<file path="config.mk">
export PLATFORM = sky130hd
export DESIGN_NAME = branch_predictor
export DESIGN_NICKNAME = d
export VERILOG_FILES = /design/src/rtl/branch_predictor_pkg.sv /design/src/rtl/branch_predictor_btb.sv /design/src/rtl/branch_predictor.sv
export SDC_FILE = /design/constraint.sdc
export NUM_CORES = 2
export LEC_CHECK = 0
export ABC_AREA = 1
export BUFFER_PORTS_ARGS = -buffer_cell sky130_fd_sc_hd__buf_2
export CELL_PAD_IN_SITES_DETAIL_PLACEMENT = 0
export CELL_PAD_IN_SITES_GLOBAL_PLACEMENT = 1
export CORE_UTILIZATION = 50
export DETAILED_ROUTE_END_ITERATION = 10
export PLACE_DENSITY = 0.79
export SETUP_SLACK_MARGIN = 0.05
export SKIP_LAST_GASP = 1
export SLEW_MARGIN = 30
export SYNTH_ARGS = -nofsm -noshare
export SYNTH_HDL_FRONTEND = slang
export SYNTH_SLANG_ARGS = --single-unit
</file>
<file path="constraint.sdc">
create_clock -name i_clk -period 15.7 [get_ports i_clk]
set_input_delay 1.57 -clock i_clk [delete_from_list [all_inputs] [get_ports i_clk]]
set_output_delay 1.57 -clock i_clk [all_outputs]
set_load 0.005 [all_outputs]
</file>
<file path="src/rtl/branch_predictor_pkg.sv">
// Shared definitions for the fetch-stage branch predictor.
//   MODE_*      : prediction scheme selector values
//   CTR_*       : 2-bit saturating counter encodings
//   btb_entry_t : per-entry BTB control bits (tag/target widths follow module parameters)
//   ctr_next()  : saturating counter step
package branch_predictor_pkg;

    localparam int unsigned MODE_STATIC  = 0;
    localparam int unsigned MODE_BIMODAL = 1;
    localparam int unsigned MODE_GSHARE  = 2;

    localparam logic [1:0] CTR_SNT = 2'b00;
    localparam logic [1:0] CTR_WNT = 2'b01;
    localparam logic [1:0] CTR_WT  = 2'b10;
    localparam logic [1:0] CTR_ST  = 2'b11;

    typedef struct packed {
        logic valid;
        logic cond;   // conditional branch: direction comes from the counter table
    } btb_entry_t;

    function automatic logic [1:0] ctr_next(input logic [1:0] ctr, input logic taken);
        if (taken) begin
            return (ctr == CTR_ST) ? CTR_ST : ctr + 2'd1;
        end
        return (ctr == CTR_SNT) ? CTR_SNT : ctr - 2'd1;
    endfunction

endpackage

</file>
<file path="src/rtl/branch_predictor_btb.sv">
// Direct-mapped branch target buffer.
//   i_clk, i_reset       : clock, async active-high reset (clears valid bits only)
//   i_rd_idx, i_rd_tag   : combinational lookup address
//   o_rd_hit, o_rd_cond, o_rd_target : lookup result
//   i_wr_en, i_wr_idx, i_wr_tag, i_wr_target, i_wr_cond : single write port
// Reads see registered contents only, so a same-cycle write is invisible to the lookup.
module branch_predictor_btb
    import branch_predictor_pkg::*;
#(
    parameter int unsigned XLEN    = 32,
    parameter int unsigned BTB_IDX = 5,
    localparam int unsigned TAG_W  = XLEN - BTB_IDX - 2
) (
    input  logic               i_clk,
    input  logic               i_reset,
    input  logic [BTB_IDX-1:0] i_rd_idx,
    input  logic [TAG_W-1:0]   i_rd_tag,
    output logic               o_rd_hit,
    output logic               o_rd_cond,
    output logic [XLEN-1:0]    o_rd_target,
    input  logic               i_wr_en,
    input  logic [BTB_IDX-1:0] i_wr_idx,
    input  logic [TAG_W-1:0]   i_wr_tag,
    input  logic [XLEN-1:0]    i_wr_target,
    input  logic               i_wr_cond
);

    localparam int unsigned ENTRIES = 1 << BTB_IDX;

    btb_entry_t       r_meta   [ENTRIES];
    logic [TAG_W-1:0] r_tag    [ENTRIES];
    logic [XLEN-1:0]  r_target [ENTRIES];

    btb_entry_t w_rd_meta;

    always_ff @(posedge i_clk or posedge i_reset) begin
        if (i_reset) begin
            for (int unsigned i = 0; i < ENTRIES; i++) begin
                r_meta[i] <= '0;
            end
        end else if (i_wr_en) begin
            r_meta[i_wr_idx] <= '{valid: 1'b1, cond: i_wr_cond};
        end
    end

    // Payload needs no reset: it is never used while the entry is invalid.
    always_ff @(posedge i_clk) begin
        if (i_wr_en) begin
            r_tag[i_wr_idx]    <= i_wr_tag;
            r_target[i_wr_idx] <= i_wr_target;
        end
    end

    assign w_rd_meta   = r_meta[i_rd_idx];
    assign o_rd_hit    = w_rd_meta.valid && (r_tag[i_rd_idx] == i_rd_tag);
    assign o_rd_cond   = w_rd_meta.cond;
    assign o_rd_target = r_target[i_rd_idx];

endmodule

</file>
<file path="src/rtl/branch_predictor.sv">
// Fetch-stage next-PC predictor: BTB + 2-bit counter table (static / bimodal / gshare).
//   i_clk, i_reset          : clock, async active-high reset
//   i_fetch_pc              : PC in IF
//   i_fetch_advance         : IF->ID accepted this cycle (drives speculative GHR shift)
//   o_predicted_pc          : combinational next-PC guess
//   o_pred_taken            : guess redirects away from fetch_pc+4
//   o_pred_ghr              : GHR snapshot used by this lookup
//   i_update_*              : resolved control-flow outcome from EX
//   o_mispredict_count      : saturating count of valid mispredict cycles
module branch_predictor
    import branch_predictor_pkg::*;
#(
    parameter int unsigned XLEN     = 32,
    parameter int unsigned BTB_IDX  = 5,
    parameter int unsigned BHT_IDX  = 6,
    parameter int unsigned GHR_BITS = 6,
    parameter int unsigned MODE     = 2
) (
    input  logic                i_clk,
    input  logic                i_reset,
    input  logic [XLEN-1:0]     i_fetch_pc,
    input  logic                i_fetch_advance,
    output logic [XLEN-1:0]     o_predicted_pc,
    output logic                o_pred_taken,
    output logic [GHR_BITS-1:0] o_pred_ghr,
    input  logic                i_update_valid,
    input  logic [XLEN-1:0]     i_update_pc,
    input  logic                i_update_is_branch,
    input  logic                i_update_is_jump,
    input  logic                i_update_taken,
    input  logic [XLEN-1:0]     i_update_target,
    input  logic [GHR_BITS-1:0] i_update_ghr,
    input  logic                i_update_mispredict,
    output logic [31:0]         o_mispredict_count
);

    localparam int unsigned BHT_N   = 1 << BHT_IDX;
    localparam int unsigned TAG_W   = XLEN - BTB_IDX - 2;
    localparam logic        PRED_EN = (MODE != MODE_STATIC);
    localparam logic        USE_GHR = (MODE == MODE_GSHARE);

    logic [1:0]          r_bht [BHT_N];
    logic [GHR_BITS-1:0] r_ghr;
    logic [31:0]         r_mp_cnt;

    logic                w_hit;
    logic                w_cond;
    logic [XLEN-1:0]     w_btb_target;
    logic                w_pred_taken;
    logic [BHT_IDX-1:0]  w_fetch_ghr_ext;
    logic [BHT_IDX-1:0]  w_upd_ghr_ext;
    logic [BHT_IDX-1:0]  w_fetch_bht_idx;
    logic [BHT_IDX-1:0]  w_upd_bht_idx;
    logic                w_btb_we;
    logic                w_bht_we;
    logic [GHR_BITS-1:0] w_ghr_next;
    logic [31:0]         w_mp_cnt_next;
    logic                w_unused_upd_lo;

    // Instructions are word aligned; the byte offset never indexes anything.
    assign w_unused_upd_lo = ^i_update_pc[1:0];

    branch_predictor_btb #(
        .XLEN    (XLEN),
        .BTB_IDX (BTB_IDX)
    ) u_btb (
        .i_clk       (i_clk),
        .i_reset     (i_reset),
        .i_rd_idx    (i_fetch_pc[BTB_IDX+1:2]),
        .i_rd_tag    (i_fetch_pc[XLEN-1:BTB_IDX+2]),
        .o_rd_hit    (w_hit),
        .o_rd_cond   (w_cond),
        .o_rd_target (w_btb_target),
        .i_wr_en     (w_btb_we),
        .i_wr_idx    (i_update_pc[BTB_IDX+1:2]),
        .i_wr_tag    (i_update_pc[XLEN-1:BTB_IDX+2]),
        .i_wr_target (i_update_target),
        .i_wr_cond   (i_update_is_branch)
    );

    // gshare folds the (zero-extended) history into the low index bits.
    assign w_fetch_ghr_ext = USE_GHR ? BHT_IDX'(r_ghr) : '0;
    assign w_upd_ghr_ext   = USE_GHR ? BHT_IDX'(i_update_ghr) : '0;
    assign w_fetch_bht_idx = i_fetch_pc[BHT_IDX+1:2] ^ w_fetch_ghr_ext;
    assign w_upd_bht_idx   = i_update_pc[BHT_IDX+1:2] ^ w_upd_ghr_ext;

    // Jumps are always taken on a hit; branches follow the counter MSB.
    assign w_pred_taken   = PRED_EN && w_hit && (!w_cond || r_bht[w_fetch_bht_idx][1]);
    assign o_pred_taken   = w_pred_taken;
    assign o_predicted_pc = w_pred_taken ? w_btb_target : i_fetch_pc + XLEN'(4);
    assign o_pred_ghr     = r_ghr;

    // Not-taken outcomes never allocate a BTB entry.
    assign w_btb_we = PRED_EN && i_update_valid && (i_update_is_branch || i_update_is_jump)
                      && i_update_taken;
    assign w_bht_we = PRED_EN && i_update_valid && i_update_is_branch;

    always_ff @(posedge i_clk or posedge i_reset) begin
        if (i_reset) begin
            for (int unsigned i = 0; i < BHT_N; i++) begin
                r_bht[i] <= CTR_WNT;
            end
        end else if (w_bht_we) begin
            r_bht[w_upd_bht_idx] <= ctr_next(r_bht[w_upd_bht_idx], i_update_taken);
        end
    end

    always_comb begin
        w_ghr_next = r_ghr;
        if (PRED_EN) begin
            if (i_fetch_advance && w_hit && w_cond) begin
                w_ghr_next = {r_ghr[GHR_BITS-2:0], w_pred_taken};
            end
            // Repair wins over the speculative shift of the same cycle.
            if (i_update_valid && i_update_mispredict) begin
                w_ghr_next = i_update_is_branch ? {i_update_ghr[GHR_BITS-2:0], i_update_taken}
                                                : i_update_ghr;
            end
        end
    end

    always_comb begin
        w_mp_cnt_next = r_mp_cnt;
        if (i_update_valid && i_update_mispredict && (r_mp_cnt != 32'hFFFF_FFFF)) begin
            w_mp_cnt_next = r_mp_cnt + 32'd1;
        end
    end

    always_ff @(posedge i_clk or posedge i_reset) begin
        if (i_reset) begin
            r_ghr    <= '0;
            r_mp_cnt <= '0;
        end else begin
            r_ghr    <= w_ghr_next;
            r_mp_cnt <= w_mp_cnt_next;
        end
    end

    assign o_mispredict_count = r_mp_cnt;

endmodule
</file>
Yosys cells after proc, flatten, opt, wreduce, memory -nomap -nowiden
Memories as Yosys holds them, arrays and structs flattened.
Index checks and enable logic that the tools add are counted.
- bits in registers: 230
- memory bits (writable): 1824
- input bits: 110
- word-level logic and storage cells: 195
- memories kept: 2
- $add $sub $neg: 4
- order comparisons: 6
- equality and inequality tests: 3
- multiplexer cells: 28
- bitwise operators: 6
- reductions and logical operators: 16
- memory list (memory ; depth ; width ; rd ports ; clocked after Yosys merged registers in ; write ports ; line ; source):
    u_btb.r_target ; 32 ; 32 ; 1 ; 0 ; 1 ; branch_predictor_btb.sv:32 ; logic [XLEN-1:0] r_target [ENTRIES];
    u_btb.r_tag ; 32 ; 25 ; 1 ; 0 ; 1 ; branch_predictor_btb.sv:31 ; logic [TAG_W-1:0] r_tag [ENTRIES];
- operators by type and width (cell ; number):
    $bwmux 128 ; 1
    $bwmux 64 ; 1
    $add 32x1->32 const B ; 1
    $add 32x3->32 const B ; 1
    $mux 32 ; 1
    $ne 32x32->1 const B ; 1
    $mux 2 ; 13
    $eq 25x25->1 ; 1
    $bmux 2 s6 ; 2
    $mux 6 ; 3
    $ge 7x7->1 const B ; 2
    $not 6->7 ; 2
    $demux 2 s6 ; 1
    $ge 6x6->1 const B ; 2
    $not 5->6 ; 2
    $xor 6x6->6 ; 2
    $logic_and 1x1->1 ; 11
    $bmux 2 s5 ; 1
    $demux 2 s5 ; 1
    $lt 7x1->1 const B ; 1
    $lt 6x1->1 const B ; 1
    $mux 1 ; 4
    $add 2x1->2 const B ; 1
    $eq 2x2->1 const B ; 1
    5 further kinds ; 6

Longest topological paths before layout
- word-level depth: 11
- depth in mapped cells: 24
- mapped depth without buffers: 19

Modules after synthesis
A second synthesis with hierarchy kept.
- cells, all modules: 7680
- area total of the unflattened synthesis: 86335.3 sq um
- modules (own cells, without submodules) (module ; instances ; cells each ; area each (sq um) ; seq. area each (sq um)):
    branch_predictor_btb ; 1 ; 5883 ; 75117.0 ; 56374.1
    branch_predictor ; 1 ; 1797 ; 11218.3 ; 4234.1

Least setup slack after synthesis
Ideal clock, no wire load.
- path kind: input -> output
- start point: input port i_fetch_pc[3]
- end point: output port o_predicted_pc[31]
- arrival: 3.610 ns
- required time: 14.130 ns
- slack: 10.520 ns
- cell stages on the path: 16
- buffers on the path: 4
- path through: buf_4 -> buf_2 -> buf_2 -> buf_4 -> nand2_2 -> nor2_4 -> nand4_1 -> nor3_2 -> nand3_1 -> nor3_2 -> nand3_1 -> nor2_2 -> nand3_1 -> xor2_1 -> nand2_1 -> nand2_1
- cells in the longest elaborated chain, start to end: 8
- ends and longest elaborated chain (element ; line ; source):
    from (decl) ; branch_predictor.sv:21 ; input logic [XLEN-1:0] i_fetch_pc,
    $xor 6x6->6 or $not 5->6 (tied branches) ; branch_predictor.sv:84, branch_predictor_btb.sv:54 ;
    $not 6->7 (implied by the code) or $bmux 2 s5 (tied branches) ; branch_predictor.sv:88, branch_predictor_btb.sv:54 ;
    $bmux 2 s6 or $mux 2 (tied branches) ; branch_predictor.sv:88, branch_predictor_btb.sv:54 ;
    $mux 2, on equally long branches ; branch_predictor.sv:88, branch_predictor_btb.sv:54 ;
    $mux 2 (implied by the code) or $logic_not 1->1 (tied branches) ; branch_predictor.sv:88 ; assign w_pred_taken = PRED_EN && w_hit && (!w_cond || r_bht[w_fetch_bht_idx][1]);
    $logic_or 1x1->1 ; branch_predictor.sv:88 ;
    $logic_and 1x1->1 ; branch_predictor.sv:88 ;
    $mux 32 (*) ; branch_predictor.sv:90 ; assign o_predicted_pc = w_pred_taken ? w_btb_target : i_fetch_pc + XLEN'(4);
    to (decl) ; branch_predictor.sv:23 ; output logic [XLEN-1:0] o_predicted_pc,
Mark *: on every way between the ends. The rest lies on a longest branch, timed or not. The select of a mux whose other input is x is not followed.

Final worst setup path
- start point: input port i_fetch_pc[3]
- end point: output port o_predicted_pc[27]
Same word-level chain as after synthesis.

==> summary.md <==
| Metric | Value |
|---|---|
| Critical Path AT | `7900 ps` |
| Clk slew on worst S/H paths | `60 ps` |
| Clock skew | `47.9 ps` |
| Syn Area/Cell | `11.3 um2` |
| Synth cell types | `39` |
| Aggregate routed wire length | `253 mm` |
| GRT Total Usage | `around 29%` |
| Register area | `60600 um2` |
| Post-Route Utilization | `a little under three fifths` |
| Clock share of power | `40.0%` |
| Top achievable clock speed | `106 MHz` |
| RSZ-0062 raised after global routing | `false` |
| Seq pwr share | `52.4%` |
| Fin crit period | `around 9500 ps` |
| Post-synth EDFFs | `1824` |
| Post-Syn Area | `85700 um2` |
| Hold-fix buffers, CTS | `0` |
| Initial antenna violation count | `40` |
| Drt wl/cell | `25.2 um` |
| Synth Net Count | `roughly 7700` |
| Die width | `~420 um` |
| TritonCTS Buffers | `207` |
| Ys async rst share | `roughly 11%` |
| Via density | `5.89` |
| Top_reg_cell synth | `edfxtp_1` |
| Element type at the critical path end | `output pin` |
| H-tree depth | `4` |
| Vias in the first global route | `55346` |
| Gate power share | `7.5%` |
| Max IR drop VDD | `about 0.11 mV` |
| Post-route ant nets | `0` |
| Post-synthesis cell count | `7591` |
| Sw Pwr | `around 2.8 mW` |
| Sw Ratio | `23.8%` |
| Seq/Total Area, Yosys | `70.7%` |
| Synth area leaders | `edfxtp_1 (64%), nand2_1 (6.6%), nor2_1 (5.1%)` |
| Largest net degree at the start of global routing | `around 190` |
| Static Leakage | `34.2 nW` |
| Core Area | `170000 um2` |
| Status | `complete, no violations` |
| DP HPWL | `136 mm` |
| Critical path class | `input port to output pin` |
| Fill cell count | `13993` |
| FP Rows | `about 150` |
| Cells after DPL | `9666` |
| Drt pass-1 iters | `6` |
| Footprint of the multi-input gates | `about 22000 um2` |
| WP data required | `14130 ps` |
| R2R Setup Slk | `12350 ps` |
| Clock sink count | `2054` |
| Placement Setup Slack | `6420 ps` |
| Final Net Count | `between 7000 and 8000` |
| CTS tree | `built` |
| Final hold violation count | `0` |
| Starting Density | `50.4%` |
| Min Hold Slack | `447 ps` |
| Worst Max-Slew Pin Slew | `1070 ps` |
| Height of the die | `416 um` |
| Cell Pwr Density | `122 nW/um2` |
| Post-route clock period utilization | `60.3%` |
| Area of the die | `173000 um2` |
| First-pass GRT wire length | `368 mm` |
| Final worst slack | `6230 ps` |
| Total number of vias | `59260` |
| Worst slew margin | `between 20 and 30%` |
| Non-Filler Instances | `10066` |
| Number of I/O port buffers | `178` |
| DRC | `0` |
| Hold Path Class | `flip-flop to flip-flop` |
| Max Cap Viol | `0` |
| Grt ovf | `0` |
| Final setup fails | `0` |
| Drt initial violations | `7627` |
| I/O pin count | `181` |
| Post-synth top area cell | `edfxtp_1` |
| Root Driver | `clkbuf_16` |
| Setup bufs post-CTS | `0` |
| Crit path launch type | `input port` |
| Most common cell in the netlist | `edfxtp_1` |
| Routability cong. | `0.914` |
| CTS max path bufs | `3` |
| Worst-Skew Late Latency | `850 ps` |
| Share of cells above drive strength 1 | `under 10%` |
| Most instantiated cells after synthesis | `edfxtp_1 (1824), nand2_1 (1501), nor2_1 (1170)` |
| Flops & latches, synth | `between 2000 and 2500` |
| Final slew viol count | `0` |
| Top-area cell type share of the netlist area | `63.9%` |
| Synth-to-layout area growth | `11.3%` |
| Maximum net fanout on the critical path | `~130` |
| Power Internal | `8.86 mW` |
| YS warnings | `0` |
| Post-CTS sizing | `0` |
| TNS Setup | `0 ps` |
-- cell families after synthesis --
group / count (synthesis) / share of synthesized area, %
compound gates: 1374 / 9.05
xor+xnor: 71 / 0.743
fa+ha+maj: 2 / 0.0292
buf+inv: 787 / 3.87
flops: 2054 / 70.7
simple gates: 3303 / 15.6
-- power by group through the flow --
stage / Clock [mW] / Combinational (mW) / Sequential [mW]
6_report: 4.66 / 0.873 / 6.10
5_1_grt: 4.92 / 0.953 / 6.11
4_1_cts: 4.71 / 0.864 / 6.10
3_5_place_dp: 0 / 0.860 / 6.21
3_3_place_gp: 0 / 0.845 / 6.21
2_1_floorplan: 0 / 0.521 / 6.20
-- final timing paths --
path / startpoint / to / cells past startpoint
max reg2reg: r_bht[37] / r_bht[26] / 12
max in group asynchronous: i_reset / r_bht[67] / 4
min in group asynchronous: i_reset / r_bht[7] / 2
min reg2reg: u_btb.r_meta[23] / u_btb.r_meta[23] / 2
max: i_fetch_pc[3] / o_predicted_pc[27] / 17
min: u_btb.r_meta[23] / u_btb.r_meta[23] / 2
-- state kept, by name, summed over array words and instances (netlist names) --
signal              cells
u_btb.r_target       1024
u_btb.r_tag           800
o_mispredict_count     32
u_btb.r_meta           64
o_pred_ghr              6
r_bht                 128
-- stage by stage --
step                total power [mW]  cell area [um2]
finish                          11.6            95400
CTS                             11.7            95300
global placement                7.05            88500
global route                    12.0            95300
floorplan                       6.72            85700
detailed placement              7.07            88900
-- worst max-delay path, stage by stage --
cell and delay, ps:
buf_8 430, buf_12 590, buf_4 690, buf_4 620
o21ai_0 200, o211ai_1 210, nand3_1 100, nand2_1 160
nand2_1 120, nand2_1 120, nand2_1 60, nor2_1 80
nand2_1 90, nor2_4 410, nand3_4 840, o21ai_1 970
buf_2 240
-- cell type report --
type | count | share of cell area (%)
inverters | 345 | 1.40
clock inverters | 113 | 0.962
clock buffers | 261 | 5.70
multi-input cells | 4750 | 23.1
well taps | 2218 | 2.91
flip-flops and latches | 2054 | 63.6
diodes | 25 | 0.0656
repair buffers | 300 | 2.29
-- routing by layer --
layer  wire, um  part of all wire (%)  track usage [%]  up-vias
li1           -                     -                -    26817
met1     102000                    40             39.3    29197
met2     121000                    48             46.3     2720
met3      20200                   8.0             3.99      520
met4      10300                   4.1             13.2        6
met5         34                 0.013                0        -
-- layout by cell type (no fill, tap or decap), types with 8 or more instances in the layout --
master | Yosys | layout
o21ai_1 | 49 | 49
nand2_1 | 1501 | 1501
o211ai_1 | 56 | 56
diode_2 | 0 | 25
nand3_1 | 506 | 505
dfstp_2 | 64 | 64
nor3_1 | 44 | 44
clkbuf_16 | 0 | 208
buf_16 | 0 | 13
a22oi_1 | 19 | 19
clkbuf_1 | 256 | 50
nand4_1 | 35 | 35
a21oi_1 | 129 | 129
xor2_1 | 45 | 45
a221o_1 | 48 | 48
dfrtp_1 | 166 | 166
edfxtp_1 | 1824 | 1824
nor2_1 | 1170 | 1137
buf_2 | 139 | 174
buf_4 | 12 | 100
bufinv_16 | 0 | 8
o221ai_1 | 23 | 23
xnor2_1 | 24 | 24
a31oi_1 | 50 | 50
o22ai_1 | 224 | 224
clkinv_2 | 0 | 33
or2_2 | 23 | 23
inv_1 | 329 | 326
clkinv_1 | 7 | 54
o21ai_0 | 770 | 770
nor2_4 | 3 | 36
No activity file was read; power rests on OpenSTA's default activity.
